--- config.mk ---
export PLATFORM = sky130hd
export DESIGN_NAME = can_data_field_rx
export DESIGN_NICKNAME = d
export VERILOG_FILES = /design/src/rtl/can_fd_pkg.sv /design/src/rtl/can_bit_shifter.sv /design/src/rtl/can_data_field_rx.sv
export SDC_FILE = /design/constraint.sdc
export NUM_CORES = 1
export LEC_CHECK = 0
export ABC_CLOCK_PERIOD_IN_PS = 3900
export CORE_UTILIZATION = 33
export DETAILED_ROUTE_END_ITERATION = 6
export HOLD_SLACK_MARGIN = 0.15
export SYNTH_ARGS = -nofsm -noshare
export SYNTH_HDL_FRONTEND = slang
export SYNTH_SLANG_ARGS = --single-unit
--- constraint.sdc ---
create_clock -name clk -period 3.9 [get_ports clk]
set_input_delay 1.17 -clock clk [delete_from_list [all_inputs] [get_ports clk]]
set_output_delay 1.17 -clock clk [all_outputs]
set_load 0.01 [all_outputs]
--- src/rtl/can_fd_pkg.sv ---
// Shared types and constants for the CAN FD receive data-field path.
package can_fd_pkg;
  typedef enum logic {
    IDLE = 1'b0,
    RECV = 1'b1
  } rx_data_state_t;

  localparam int CAN_FD_MAX_BYTES = 64;
  localparam int CAN_FD_LEN_W     = 7;
endpackage

--- src/rtl/can_bit_shifter.sv ---
// MSB-first byte deserialiser: 8-bit shift register plus a 3-bit bit counter.
module can_bit_shifter (
  input  logic       clk,
  input  logic       rst_n,
  input  logic       i_clear,
  input  logic       i_shift_en,
  input  logic       i_bit,
  output logic [7:0] o_byte,
  output logic       o_byte_ready
);
  logic [7:0] r_shift;
  logic [2:0] r_bit_cnt;

  // The completed byte includes the bit being accepted this cycle.
  assign o_byte       = {r_shift[6:0], i_bit};
  assign o_byte_ready = i_shift_en && (r_bit_cnt == 3'd7);

  always_ff @(posedge clk or negedge rst_n) begin
    if (!rst_n) begin
      r_shift   <= 8'd0;
      r_bit_cnt <= 3'd0;
    end else if (i_clear) begin
      r_bit_cnt <= 3'd0;
    end else if (i_shift_en) begin
      r_shift   <= {r_shift[6:0], i_bit};
      r_bit_cnt <= r_bit_cnt + 3'd1;
    end
  end
endmodule

--- src/rtl/can_data_field_rx.sv ---
// CAN FD data-field collector: latches the byte count, deserialises destuffed
// bits into bytes, writes them to the receive buffer and pulses done at the end.
module can_data_field_rx
  import can_fd_pkg::*;
#(
  parameter int MAX_BYTES = CAN_FD_MAX_BYTES,
  parameter int ADDR_W    = 6,
  parameter int LEN_W     = CAN_FD_LEN_W
) (
  input  logic              clk,
  input  logic              rst_n,
  input  logic              i_start_data,
  input  logic [LEN_W-1:0]  i_data_len,
  input  logic              i_sample_point,
  input  logic              i_sampled_bit,
  input  logic              i_bit_de_stuff,
  input  logic              i_abort,
  output logic              o_wr_en,
  output logic [ADDR_W-1:0] o_wr_addr,
  output logic [7:0]        o_wr_data,
  output logic [LEN_W-1:0]  o_byte_cnt,
  output logic              o_busy,
  output logic              o_done
);
  localparam logic [LEN_W-1:0] MAX_LEN = LEN_W'(MAX_BYTES);

  rx_data_state_t    r_state, w_state_nxt;
  logic [LEN_W-1:0]  r_len_q, r_byte_cnt, w_sat_len, w_cnt_inc;
  logic [ADDR_W-1:0] r_wr_addr;
  logic [7:0]        r_wr_data, w_byte;
  logic              r_wr_en, r_done;
  logic              w_accept, w_byte_ready, w_last;

  assign w_sat_len = (i_data_len > MAX_LEN) ? MAX_LEN : i_data_len;
  assign w_accept  = i_sample_point && !i_bit_de_stuff && (r_state == RECV)
                     && !i_start_data && !i_abort;
  assign w_cnt_inc = r_byte_cnt + LEN_W'(1);
  assign w_last    = w_byte_ready && (w_cnt_inc == r_len_q);

  can_bit_shifter u_shifter (
    .clk          (clk),
    .rst_n        (rst_n),
    .i_clear      (i_start_data),
    .i_shift_en   (w_accept),
    .i_bit        (i_sampled_bit),
    .o_byte       (w_byte),
    .o_byte_ready (w_byte_ready)
  );

  always_ff @(posedge clk or negedge rst_n) begin
    if (!rst_n) r_state <= IDLE;
    else        r_state <= w_state_nxt;
  end

  always_comb begin
    w_state_nxt = r_state;
    if (i_abort)           w_state_nxt = IDLE;
    else if (i_start_data) w_state_nxt = (w_sat_len == '0) ? IDLE : RECV;
    else if (w_last)       w_state_nxt = IDLE;
  end

  // Strobes default low so wr_en and done are single-cycle by construction.
  always_ff @(posedge clk or negedge rst_n) begin
    if (!rst_n) begin
      r_len_q    <= '0;
      r_byte_cnt <= '0;
      r_wr_addr  <= '0;
      r_wr_data  <= 8'd0;
      r_wr_en    <= 1'b0;
      r_done     <= 1'b0;
    end else begin
      r_wr_en <= 1'b0;
      r_done  <= 1'b0;
      if (!i_abort) begin
        if (i_start_data) begin
          r_len_q    <= w_sat_len;
          r_byte_cnt <= '0;
          r_done     <= (w_sat_len == '0);
        end else if (w_byte_ready) begin
          r_wr_data  <= w_byte;
          r_wr_addr  <= r_byte_cnt[ADDR_W-1:0];
          r_wr_en    <= 1'b1;
          r_byte_cnt <= w_cnt_inc;
          r_done     <= w_last;
        end
      end
    end
  end

  assign o_wr_en    = r_wr_en;
  assign o_wr_addr  = r_wr_addr;
  assign o_wr_data  = r_wr_data;
  assign o_byte_cnt = r_byte_cnt;
  assign o_busy     = (r_state == RECV);
  assign o_done     = r_done;
endmodule

==> out/qor.txt <==
Hold Startpoint: u_shifter.r_shift[6]
Ant. Diodes: 0
post-CTS setup buffers: 0
via/cell ratio: 4.816
Setup CP Type: primary input to register
clock slew seen by the registers of the worst setup and hold paths: 0.08 ns
initial antenna violation count: 0
Worst-Skew Late Latency: 0.29 ns
synthesized flop and latch total: 41
syn avg cell area: 10.11 µm²
vias post-DR: 1440
Synthesis Warnings: 0
grt total ovfl: 0
Post-Route WL: 3.773 mm
# H-tree levels: 2
Critical Path Source Type: primary input
sequential area share after synthesis: 0.5342
mapped cell area: 1921 µm²
worst flop-to-flop path startpoint: o_byte_cnt[0]
final hold viol count: 0
CTS buffer count: 5
status: complete, no violations
min cycle time layout: 2.813 ns
Syn Inst Count: 190
crit path DAT: 2.99 ns
CP Capture Type: register
setup_tns: 0 ns
pin count of the biggest net entering global routing: 42
CP Launch Point: i_start_data
critical path fanouts, max: 23
GRT Util Overall: 0.1396
RSZ-0062 raised after global routing: false
Storage cell area: 1026 µm²
post-route cell area: 2465 µm²
# hold bufs at CTS: 0
share of layout cells above drive strength 1: 0.1057
placed cell area: 2345 µm²
ANT nets after route: 0
Synth area leaders: dfrtp_1 53%, nand2_1 11%, mux2_2 4.7%
die area: 6129 µm²
Die H: 78.29 µm
die span in x: 78.29 µm
io pins: 38
Worst Hold Class: register to register
area of the multi-input gates: 840.8 µm²
first-pass GRT wire length: 6.713 mm
Layout area overhead: 28.34%
Post-DP HPWL: 2.658 mm
Final Max Tran Viols: 0
Layout Nets: 243
IO Port Bufs: 37
Netlist cell types: 36
CTS max path bufs: 2
CTS root buf: clkbuf_8
LEAKAGE: 1.147 nW
Core Box Area: 5574 µm²
Peak VDD IR: 180.0 µV
1st-iter DRT viols: 75
Final GP Congestion: 0.7474
CTS Sinks: 41
Synth area leader: dfrtp_1
fillers: 536
Remaining DRCs: 0
Max transition margin: 0.3982
measured slew at the worst slew-check pin: 0.9027 ns
# rows: 27
Yosys top cell area share: 0.5342
required time of the critical path: 4.07 ns
Final Cycle Share: 0.7214
drt pass-1 iters: 4
CTS tree: built
vias in the first global route: 1396
CTS resizes: 0
synthesized net count: 207
Final setup viols: 0
clock skew: 0.006913 ns
starting density of the core: 0.3446
pwr/cell area: 352.4 nW/µm²
maxcap violations: 0
FMAX: 355.4 MHz
routed len/inst: 12.62 µm
-- report_power, final --
part | internal (W) | switching, W | total, W
clock | 0.000208 | 0.000148 | 0.000356
combinational | 0.0000334 | 0.0000311 | 0.0000645
sequential | 0.000438 | 0.0000100 | 0.000448
total | 0.000680 | 0.000189 | 0.000869
-- critical path, cell delays in order --
cell and delay (ns):
clkdlybuf4s50_1 0.51, nand4bb_4 0.25, or3_4 0.46, inv_2 0.10, nand4_2 0.07, o41a_1 0.42
-- state kept, by name, indices dropped and copies added (netlist names) --
register and flops:
u_shifter.r_shift 7, o_busy 1, o_wr_data 8, o_wr_addr 6
r_len_q 7, u_shifter.r_bit_cnt 3, o_byte_cnt 7, o_wr_en 1
o_done 1
-- cell type report --
class / count / area share
Clock buffer: 6 / 0.03350
Timing Repair Buffer: 39 / 0.1543
Tap cell: 72 / 0.03655
Clock inverter: 2 / 0.01523
Inverter: 2 / 0.003046
Multi-Input combinational cell: 137 / 0.3411
Sequential cell: 41 / 0.4162
-- routing by layer --
layer,GRT usage,up-vias,share of wire
met4,0.06111,0,0.019
met1,0.1972,685,0.51
met5,0,-,0
met2,0.2035,29,0.43
met3,0.03140,7,0.040
li1,-,719,-
-- synthesized netlist by cell type, drive strengths merged --
master   count
nand2       55
dfrtp       41
o21ai       15
nand2b      12
mux2         8
buf          7
nor2         4
xor2         4
a22o         3
clkbuf       3
ha           3
nor3         3
xnor2        3
a21o         2
and3         2
inv          2
mux2i        2
nand3        2
nand4        2
o41a         2
or3          2
or4          2
a21oi        1
a31oi        1
nand4b       1
nand4bb      1
nor2b        1
nor3b        1
o211a        1
o21ba        1
o31ai        1
o32a         1
o32ai        1
-- logic make-up after synthesis --
group                      count (synthesis)  synth area share
AOI/OAI and AO/OA                         29            0.1023
xor gates and xnor gates                   7           0.03192
adders and majority gates                  3           0.01955
buffers and inverters                     12           0.02801
DFF                                       41            0.5342
muxes                                     10           0.05733
and+or+nand+nor                           88            0.2267
-- layout by cell type (no fill, tap or decap), drive strengths merged, types with 3 or more instances in the layout --
cell           instances
mux2                   8
o21ai                 15
dfrtp                 41
nand2                 55
xor2                   4
nand2b                12
a22o                   3
clkbuf                 6
xnor2                  3
nor3                   3
nor2                   4
buf                    3
clkdlybuf4s50         36
ha                     3
-- per-stage QoR --
step                        util  hold WS, ns  cells  setup slack (ns)  total power [W]
after floorplan                -       0.4348    190             1.455        0.0004889
after global placement    0.4207       0.4534    291            0.7972        0.0005218
after detailed placement  0.4207       0.4602    291            0.7538        0.0005223
after CTS                 0.4422       0.4810    299             1.064        0.0008770
after global routing      0.4422       0.4932    299            0.9164        0.0009055
final                     0.4422       0.4768    299             1.087        0.0008687
-- path summary, 6_finish.rpt --
| check | cells after the start | to | slack [ns] |
|---|---|---|---|
| hold reg to reg | 2 | o_wr_data[7] | 0.48 |
| min in group asynchronous | 1 | u_shifter.r_bit_cnt[2] | 1.01 |
| setup reg to reg | 5 | o_busy | 1.90 |
| hold / removal | 2 | o_wr_data[7] | 0.48 |
| max in group asynchronous | 1 | o_byte_cnt[2] | 2.33 |
| setup / recovery | 6 | o_busy | 1.09 |
(Power assumes the default switching activity.)
